File: src/rtl/dmem_pkg.sv
// Shared types and width helpers for the data-memory controller.
package dmem_pkg;

    typedef enum logic [1:0] {IDLE, WAIT, RESP} state_e;

    typedef enum logic [1:0] {HIT_RAM, HIT_MMIO, HIT_NONE} hit_e;

    function automatic int lane_cnt(input int data_w);
        return data_w / 8;
    endfunction

    // Byte-offset bits inside one data word.
    function automatic int lsb_w(input int data_w);
        return $clog2(data_w / 8);
    endfunction

    // Index width, never narrower than one bit so single-entry arrays still work.
    function automatic int idx_w(input int n);
        return (n > 1) ? $clog2(n) : 1;
    endfunction

endpackage

File: src/rtl/dmem_ctrl_be_ram.sv
// Byte-lane-write RAM with a registered read port; contents survive reset.
module be_ram #(
    parameter int DATA_W      = 32,
    parameter int DEPTH_WORDS = 64,
    parameter int AW          = 6
) (
    input  logic                clk,
    input  logic                we,
    input  logic                re,
    input  logic [AW-1:0]       addr,
    input  logic [DATA_W-1:0]   wdata,
    input  logic [DATA_W/8-1:0] be,
    output logic [DATA_W-1:0]   rdata
);

    logic [DATA_W-1:0] mem [DEPTH_WORDS];

    always_ff @(posedge clk) begin
        if (we) begin
            for (int i = 0; i < DATA_W/8; i++) begin
                if (be[i]) mem[addr][8*i +: 8] <= wdata[8*i +: 8];
            end
        end
        if (re) rdata <= mem[addr];
    end

endmodule

File: src/rtl/dmem_ctrl.sv
// Data-memory controller: valid/ready request, programmable wait states,
// RAM plus a small MMIO register window, error response for unmapped addresses.
module dmem_ctrl
    import dmem_pkg::*;
#(
    parameter int                ADDR_W      = 32,
    parameter int                DATA_W      = 32,
    parameter int                DEPTH_WORDS = 64,
    parameter int                WAIT_STATES = 1,
    parameter logic [ADDR_W-1:0] MMIO_BASE   = 32'hFFFF_0000,
    parameter int                MMIO_REGS   = 4
) (
    input  logic                          clk,
    input  logic                          reset,
    input  logic                          req_valid,
    output logic                          req_ready,
    input  logic                          req_we,
    input  logic [ADDR_W-1:0]             req_addr,
    input  logic [DATA_W-1:0]             req_wdata,
    input  logic [DATA_W/8-1:0]           req_be,
    output logic                          resp_valid,
    output logic [DATA_W-1:0]             resp_rdata,
    output logic                          resp_err,
    output logic [MMIO_REGS*DATA_W-1:0]   mmio_out
);

    localparam int NB      = lane_cnt(DATA_W);
    localparam int LSB     = lsb_w(DATA_W);
    localparam int RAM_AW  = $clog2(DEPTH_WORDS) + LSB;
    localparam int MMIO_AW = $clog2(MMIO_REGS) + LSB;
    localparam int RIDX_W  = idx_w(DEPTH_WORDS);
    localparam int MIDX_W  = idx_w(MMIO_REGS);

    state_e state, nstate;
    logic [3:0] cnt;

    logic              lat_we;
    logic [ADDR_W-1:0] lat_addr;
    logic [DATA_W-1:0] lat_wdata;
    logic [NB-1:0]     lat_be;

    logic              c_we;
    logic [ADDR_W-1:0] c_addr;
    logic [DATA_W-1:0] c_wdata;
    logic [NB-1:0]     c_be;
    hit_e              c_hit;
    logic [RIDX_W-1:0] c_ridx;
    logic [MIDX_W-1:0] c_midx;

    logic accept, commit;
    hit_e hit_q;
    logic ld_q;
    logic [DATA_W-1:0] mmio_rd_q, ram_rdata;
    logic [MMIO_REGS-1:0][DATA_W-1:0] mmio_q;

    assign accept = req_valid && req_ready;
    // With zero wait states the commit edge is the acceptance edge itself.
    assign commit = (state == IDLE && accept && WAIT_STATES == 0) ||
                    (state == WAIT && cnt == '0);

    always_comb begin
        if (state == IDLE) begin
            c_we = req_we;  c_addr = req_addr;  c_wdata = req_wdata;  c_be = req_be;
        end else begin
            c_we = lat_we;  c_addr = lat_addr;  c_wdata = lat_wdata;  c_be = lat_be;
        end
        c_hit = HIT_NONE;
        if ((c_addr >> RAM_AW) == '0)
            c_hit = HIT_RAM;
        else if ((c_addr >> MMIO_AW) == (MMIO_BASE >> MMIO_AW))
            c_hit = HIT_MMIO;
        c_ridx = RIDX_W'((c_addr >> LSB) & ADDR_W'(DEPTH_WORDS - 1));
        c_midx = MIDX_W'((c_addr >> LSB) & ADDR_W'(MMIO_REGS - 1));
    end

    always_ff @(posedge clk or posedge reset) begin
        if (reset) state <= IDLE;
        else       state <= nstate;
    end

    always_comb begin
        nstate = state;
        unique case (state)
            IDLE:    if (accept) nstate = (WAIT_STATES == 0) ? RESP : WAIT;
            WAIT:    if (cnt == '0) nstate = RESP;
            RESP:    nstate = IDLE;
            default: nstate = IDLE;
        endcase
    end

    always_comb begin
        req_ready  = (state == IDLE);
        resp_valid = (state == RESP);
        resp_err   = resp_valid && (hit_q == HIT_NONE);
        resp_rdata = '0;
        if (resp_valid && ld_q) begin
            if (hit_q == HIT_RAM)       resp_rdata = ram_rdata;
            else if (hit_q == HIT_MMIO) resp_rdata = mmio_rd_q;
        end
    end

    always_ff @(posedge clk or posedge reset) begin
        if (reset) begin
            cnt       <= '0;
            lat_we    <= 1'b0;
            lat_addr  <= '0;
            lat_wdata <= '0;
            lat_be    <= '0;
            hit_q     <= HIT_NONE;
            ld_q      <= 1'b0;
            mmio_rd_q <= '0;
            mmio_q    <= '0;
        end else begin
            if (accept) begin
                lat_we    <= req_we;
                lat_addr  <= req_addr;
                lat_wdata <= req_wdata;
                lat_be    <= req_be;
                cnt       <= (WAIT_STATES == 0) ? 4'd0 : 4'(WAIT_STATES - 1);
            end else if (state == WAIT && cnt != '0) begin
                cnt <= cnt - 4'd1;
            end
            if (commit) begin
                hit_q     <= c_hit;
                ld_q      <= !c_we;
                mmio_rd_q <= mmio_q[c_midx];
                if (c_we && c_hit == HIT_MMIO) begin
                    for (int i = 0; i < NB; i++) begin
                        if (c_be[i]) mmio_q[c_midx][8*i +: 8] <= c_wdata[8*i +: 8];
                    end
                end
            end
        end
    end

    assign mmio_out = mmio_q;

    be_ram #(
        .DATA_W      (DATA_W),
        .DEPTH_WORDS (DEPTH_WORDS),
        .AW          (RIDX_W)
    ) u_ram (
        .clk   (clk),
        .we    (commit && c_we && c_hit == HIT_RAM),
        .re    (commit && !c_we && c_hit == HIT_RAM),
        .addr  (c_ridx),
        .wdata (c_wdata),
        .be    (c_be),
        .rdata (ram_rdata)
    );

endmodule

File: config.mk
export PLATFORM = sky130hd
export DESIGN_NAME = dmem_ctrl
export DESIGN_NICKNAME = d
export VERILOG_FILES = /design/src/rtl/dmem_pkg.sv /design/src/rtl/dmem_ctrl_be_ram.sv /design/src/rtl/dmem_ctrl.sv
export SDC_FILE = /design/constraint.sdc
export NUM_CORES = 2
export LEC_CHECK = 0
export CAP_MARGIN = 20
export CORE_MARGIN = 4
export CORE_UTILIZATION = 35
export CTS_BUF_LIST = sky130_fd_sc_hd__clkbuf_16
export CTS_CLUSTER_SIZE = 10
export DETAILED_ROUTE_END_ITERATION = 8
export PLACE_DENSITY = 0.48
export SYNTH_ARGS = -nofsm -noshare
export SYNTH_HDL_FRONTEND = slang
export SYNTH_HIERARCHICAL = 1
export SYNTH_SLANG_ARGS = --single-unit
File: constraint.sdc
create_clock -name clk -period 7.07 [get_ports clk]
set_input_delay 0.707 -clock clk [delete_from_list [all_inputs] [get_ports clk]]
set_output_delay 0.707 -clock clk [all_outputs]
set_load 0.01 [all_outputs]
==> results.py <==
metrics = {
    "run_status": {
        "status": "finished, final reports clean",
    },
    "sta": {
        "finalSetupTns_ns": 0,
        "fin_worst_skew_ns": 0.0354,
        "timing.max_slew.rel_slack_pct": 21.3,
        "period_needed_ns": 5.40,
        "worst-slew-pin-transition_ns": 1.18,
        "drv_slew": 0,
        "report.final.hold_viol_count": 0,
        "finalSetupViolCount": 0,
        "max_freq_mhz": 185,
        "min_period_over_period_pct": 76.4,
        "final_critical_path_setup_slack_ns": 1.67,
        "grt_setup_unrepaired": "false",
    },
    "floorplanning": {
        "core_area_sq_um": 257000,
        "die_h_um": 517,
        "die-area_sq_um": 267000,
        "core.rowCount": 186,
        "initial_utilization_pct": 35.3,
        "design.portCount": 235,
        "floorplan.die.width_um": 517,
    },
    "yosys": {
        "async_flop_share_pct": 10.2,
        "synth_top_flop_cell": "sky130_fd_sc_hd__edfxtp_1",
        "syn_nets": 5648,
        "synth_area_sq_um": 90700,
        "syn-instance-count": 5575,
        "ys_ff_latch": 2316,
        "yosysSeqAreaShare_pct": 75.3,
        "synth_edf_count": 2080,
        "syn-mean-instance-area_sq_um": 16.3,
        "yosysWarnings": 6,
        "post_synth_num_cell_types": 68,
    },
    "final_layout": {
        "final_core_utilization_pct": 40.8,
        "num-fill-cells": 23300,
        "mostFrequentLayoutCell": "sky130_fd_sc_hd__edfxtp_1",
        "synthToLayoutAreaGrowth_pct": 15.6,
        "most-common-layout-cells": "2080 x sky130_fd_sc_hd__edfxtp_1, 541 x sky130_fd_sc_hd__nor2_1, 493 x sky130_fd_sc_hd__a221oi_1",
        "sequential_cell_area_sq_um": 68400,
        "finish.net_count": 5926,
        "final_layout_size_suffix_gt1_share_pct": 14.0,
        "multi_input_comb_area_sq_um": 20600,
    },
    "placement": {
        "port-buffer-count": 232,
        "place_hpwl_um": 190000,
        "place_ws_ns": 1.75,
        "global_placer_s_final_weighted_congestion": 0.832,
    },
    "setup_path": {
        "setup.worst_path.end": "u_ram/mem[17][12]",
        "critPathMaxFanout": 46,
        "worst_ep_arrival_time_ns": 5.93,
        "rr_worst_depth": 9,
        "setup_slack_on_the_worst_flop_to_flop_path_ns": 1.67,
        "crit-reg2reg-capture": "u_ram/mem[17][12]",
        "worst_setup_path_start_kind": "flip-flop",
        "critical_path.startpoint": "state[0]",
        "crit_type": "flip-flop to flip-flop",
        "worst_ep_required_time_ns": 7.60,
        "cp-end-kind": "flip-flop",
        "r2r-start": "state[0]",
    },
    "detailed_routing": {
        "num_vias": 55300,
        "totalWireLength_um": 311000,
        "detailed_route_drc_error_count": 0,
        "final_antenna_net_count": 0,
        "drt_first_pass_iters": 6,
        "wl_per_cell_um": 33.4,
        "drt_iter0_drc": 6354,
        "routed_via_density": 5.93,
    },
    "clocking": {
        "clkSlewWorstSetupHoldPaths_ns": 0.06,
        "cts_sinks": 2316,
        "postCtsSetupBuffers": 0,
        "tritoncts_clock_tree": "done",
        "worstSkewPairLatency_ns": 0.91,
        "maximum_level_of_the_cts_h_tree": 5,
        "clk_root_buffer_cell": "sky130_fd_sc_hd__clkbuf_16",
        "clock_tree.buffer_depth": 4,
        "post_cts_hold_buffer_count": 0,
        "numCtsBuffers": 288,
        "cts_resized": 0,
    },
    "flow_run": {
        "max-cap-violations": 0,
    },
    "worst_hold_path": {
        "min-delay-path-class": "input pin to asynchronous set/reset pin",
    },
    "power": {
        "netSwitchingFraction_pct": 29.5,
        "p_sw_mw": 10.4,
        "power.sequential.fraction_pct": 44.9,
        "powerDensity_nw_per_um2": 337,
        "p_leak_nw": 34.4,
        "combinationalPowerShare_pct": 19.4,
        "cell_internal_pwr_mw": 24.9,
        "ir_worst_vdd_uv": 316,
        "power.clock.fraction_pct": 35.8,
    },
    "global_routing": {
        "grt.overflow.total": 0,
        "grt_antenna_before_repair": 21,
        "grt.total_usage_pct": 22.7,
        "grt_pass1_vias": 54100,
        "grt_start_max_net_pins": 152,
        "grt_first_pass_wirelength_um": 433000,
    },
}
[synthesized netlist by cell type (11+ instances only)]
| master | n | area [sq um] |
|---|---|---|
| sky130_fd_sc_hd__o32ai_1 | 17 | 149 |
| sky130_fd_sc_hd__a22oi_1 | 291 | 2180 |
| sky130_fd_sc_hd__mux2_4 | 72 | 1080 |
| sky130_fd_sc_hd__a211o_1 | 13 | 114 |
| sky130_fd_sc_hd__mux2_1 | 32 | 360 |
| sky130_fd_sc_hd__clkbuf_1 | 199 | 747 |
| sky130_fd_sc_hd__o21ai_1 | 22 | 110 |
| sky130_fd_sc_hd__nor3_1 | 59 | 295 |
| sky130_fd_sc_hd__o21ai_0 | 108 | 541 |
| sky130_fd_sc_hd__buf_2 | 125 | 626 |
| sky130_fd_sc_hd__nor4_1 | 15 | 93.8 |
| sky130_fd_sc_hd__buf_4 | 15 | 113 |
| sky130_fd_sc_hd__mux4_2 | 74 | 1670 |
| sky130_fd_sc_hd__o22a_1 | 14 | 123 |
| sky130_fd_sc_hd__o22ai_1 | 135 | 845 |
| sky130_fd_sc_hd__mux2i_1 | 126 | 1260 |
| sky130_fd_sc_hd__mux2_2 | 140 | 1580 |
| sky130_fd_sc_hd__edfxtp_1 | 2080 | 62500 |
| sky130_fd_sc_hd__and2_1 | 11 | 68.8 |
| sky130_fd_sc_hd__buf_6 | 12 | 135 |
| sky130_fd_sc_hd__a21oi_1 | 63 | 315 |
| sky130_fd_sc_hd__nor2_1 | 544 | 2040 |
| sky130_fd_sc_hd__a221oi_1 | 493 | 4320 |
| sky130_fd_sc_hd__o221ai_1 | 20 | 175 |
| sky130_fd_sc_hd__nand4_1 | 23 | 144 |
| sky130_fd_sc_hd__nand2_1 | 387 | 1450 |
| sky130_fd_sc_hd__nand3_1 | 35 | 175 |
| sky130_fd_sc_hd__nor4_4 | 18 | 383 |
| sky130_fd_sc_hd__buf_1 | 64 | 240 |
| sky130_fd_sc_hd__dfrtp_1 | 235 | 5880 |
[cell type report]
class                      count  share of cell area [%]
multi-input combinational   2834                    19.7
clock inverter                73                   0.317
sequential                  2316                    65.2
tap                         3384                    4.04
inverter                       9                  0.0644
clock buffer                 295                    7.04
timing repair buffer         404                    3.70
antenna                        9                  0.0215
[how the worst min path moves through the flow]
| stage | end | cells past startpoint |
|---|---|---|
| 2_1_floorplan | lat_wdata[0] | 2 |
| 3_3_place_gp | mmio_rd_q[1] | 2 |
| 3_5_place_dp | lat_wdata[3] | 2 |
| 4_1_cts | lat_addr[15] | 2 |
| 5_1_grt | lat_addr[15] | 2 |
| 6_report | lat_addr[15] | 2 |
[worst max-delay path: stages (launching register included)]
cell and delay (ns):
sky130_fd_sc_hd__dfrtp_1 0.41, sky130_fd_sc_hd__nor2_4 0.19, sky130_fd_sc_hd__buf_4 0.35, sky130_fd_sc_hd__mux2i_4 0.37
sky130_fd_sc_hd__inv_8 0.16, sky130_fd_sc_hd__inv_6 0.58, sky130_fd_sc_hd__nand2_1 0.15, sky130_fd_sc_hd__nor2_1 0.78
sky130_fd_sc_hd__nand2_1 0.84, sky130_fd_sc_hd__nor2_1 1.03
[logic make-up after synthesis]
logic type	Yosys count	synth area share, %
fa+ha+maj	1	0.0138
mux	445	6.58
buf+inv	425	2.11
flops	2316	75.3
simple gates	1162	5.72
compound gates	1224	10.2
xor+xnor	2	0.0193
[stage by stage]
step	power, mW	instance area, sq um	instances	hold WS (ns)
detailed placement	23.0	97200	8946	0.463
CTS	35.6	105000	9314	0.0742
finish	35.3	105000	9324	0.142
floorplan	19.7	90700	5575	0.442
global route	36.5	105000	9316	0.131
global placement	22.9	97100	8945	0.459
[registers in the layout, indices dropped and copies added (netlist names)]
| name | count |
|---|---|
| u_ram/mem | 2048 |
| mmio_out | 128 |
| lat_wdata | 32 |
| mmio_rd_q | 32 |
| u_ram/rdata | 32 |
| lat_addr | 30 |
| cnt | 4 |
| lat_be | 4 |
| hit_q | 2 |
| state | 2 |
| lat_we | 1 |
| ld_q | 1 |
[metal layers]
layer  track usage (%)  wire, um  vias to the layer above
met3              4.22     24500                      455
met2              35.9    145000                     2555
met5                 0        52                        -
li1                  -         -                    22900
met1              31.9    132000                    29400
met4              7.18      9640                        8
[power groups by stage]
stage / logic, mW / registers (mW) / clock network (mW)
floorplan: 3.60 / 16.1 / 0
global placement: 6.80 / 16.1 / 0
detailed placement: 6.86 / 16.1 / 0
CTS: 6.87 / 15.8 / 12.9
global route: 7.17 / 15.9 / 13.5
finish: 6.84 / 15.9 / 12.6
No activity file was read; power rests on OpenSTA's default activity.
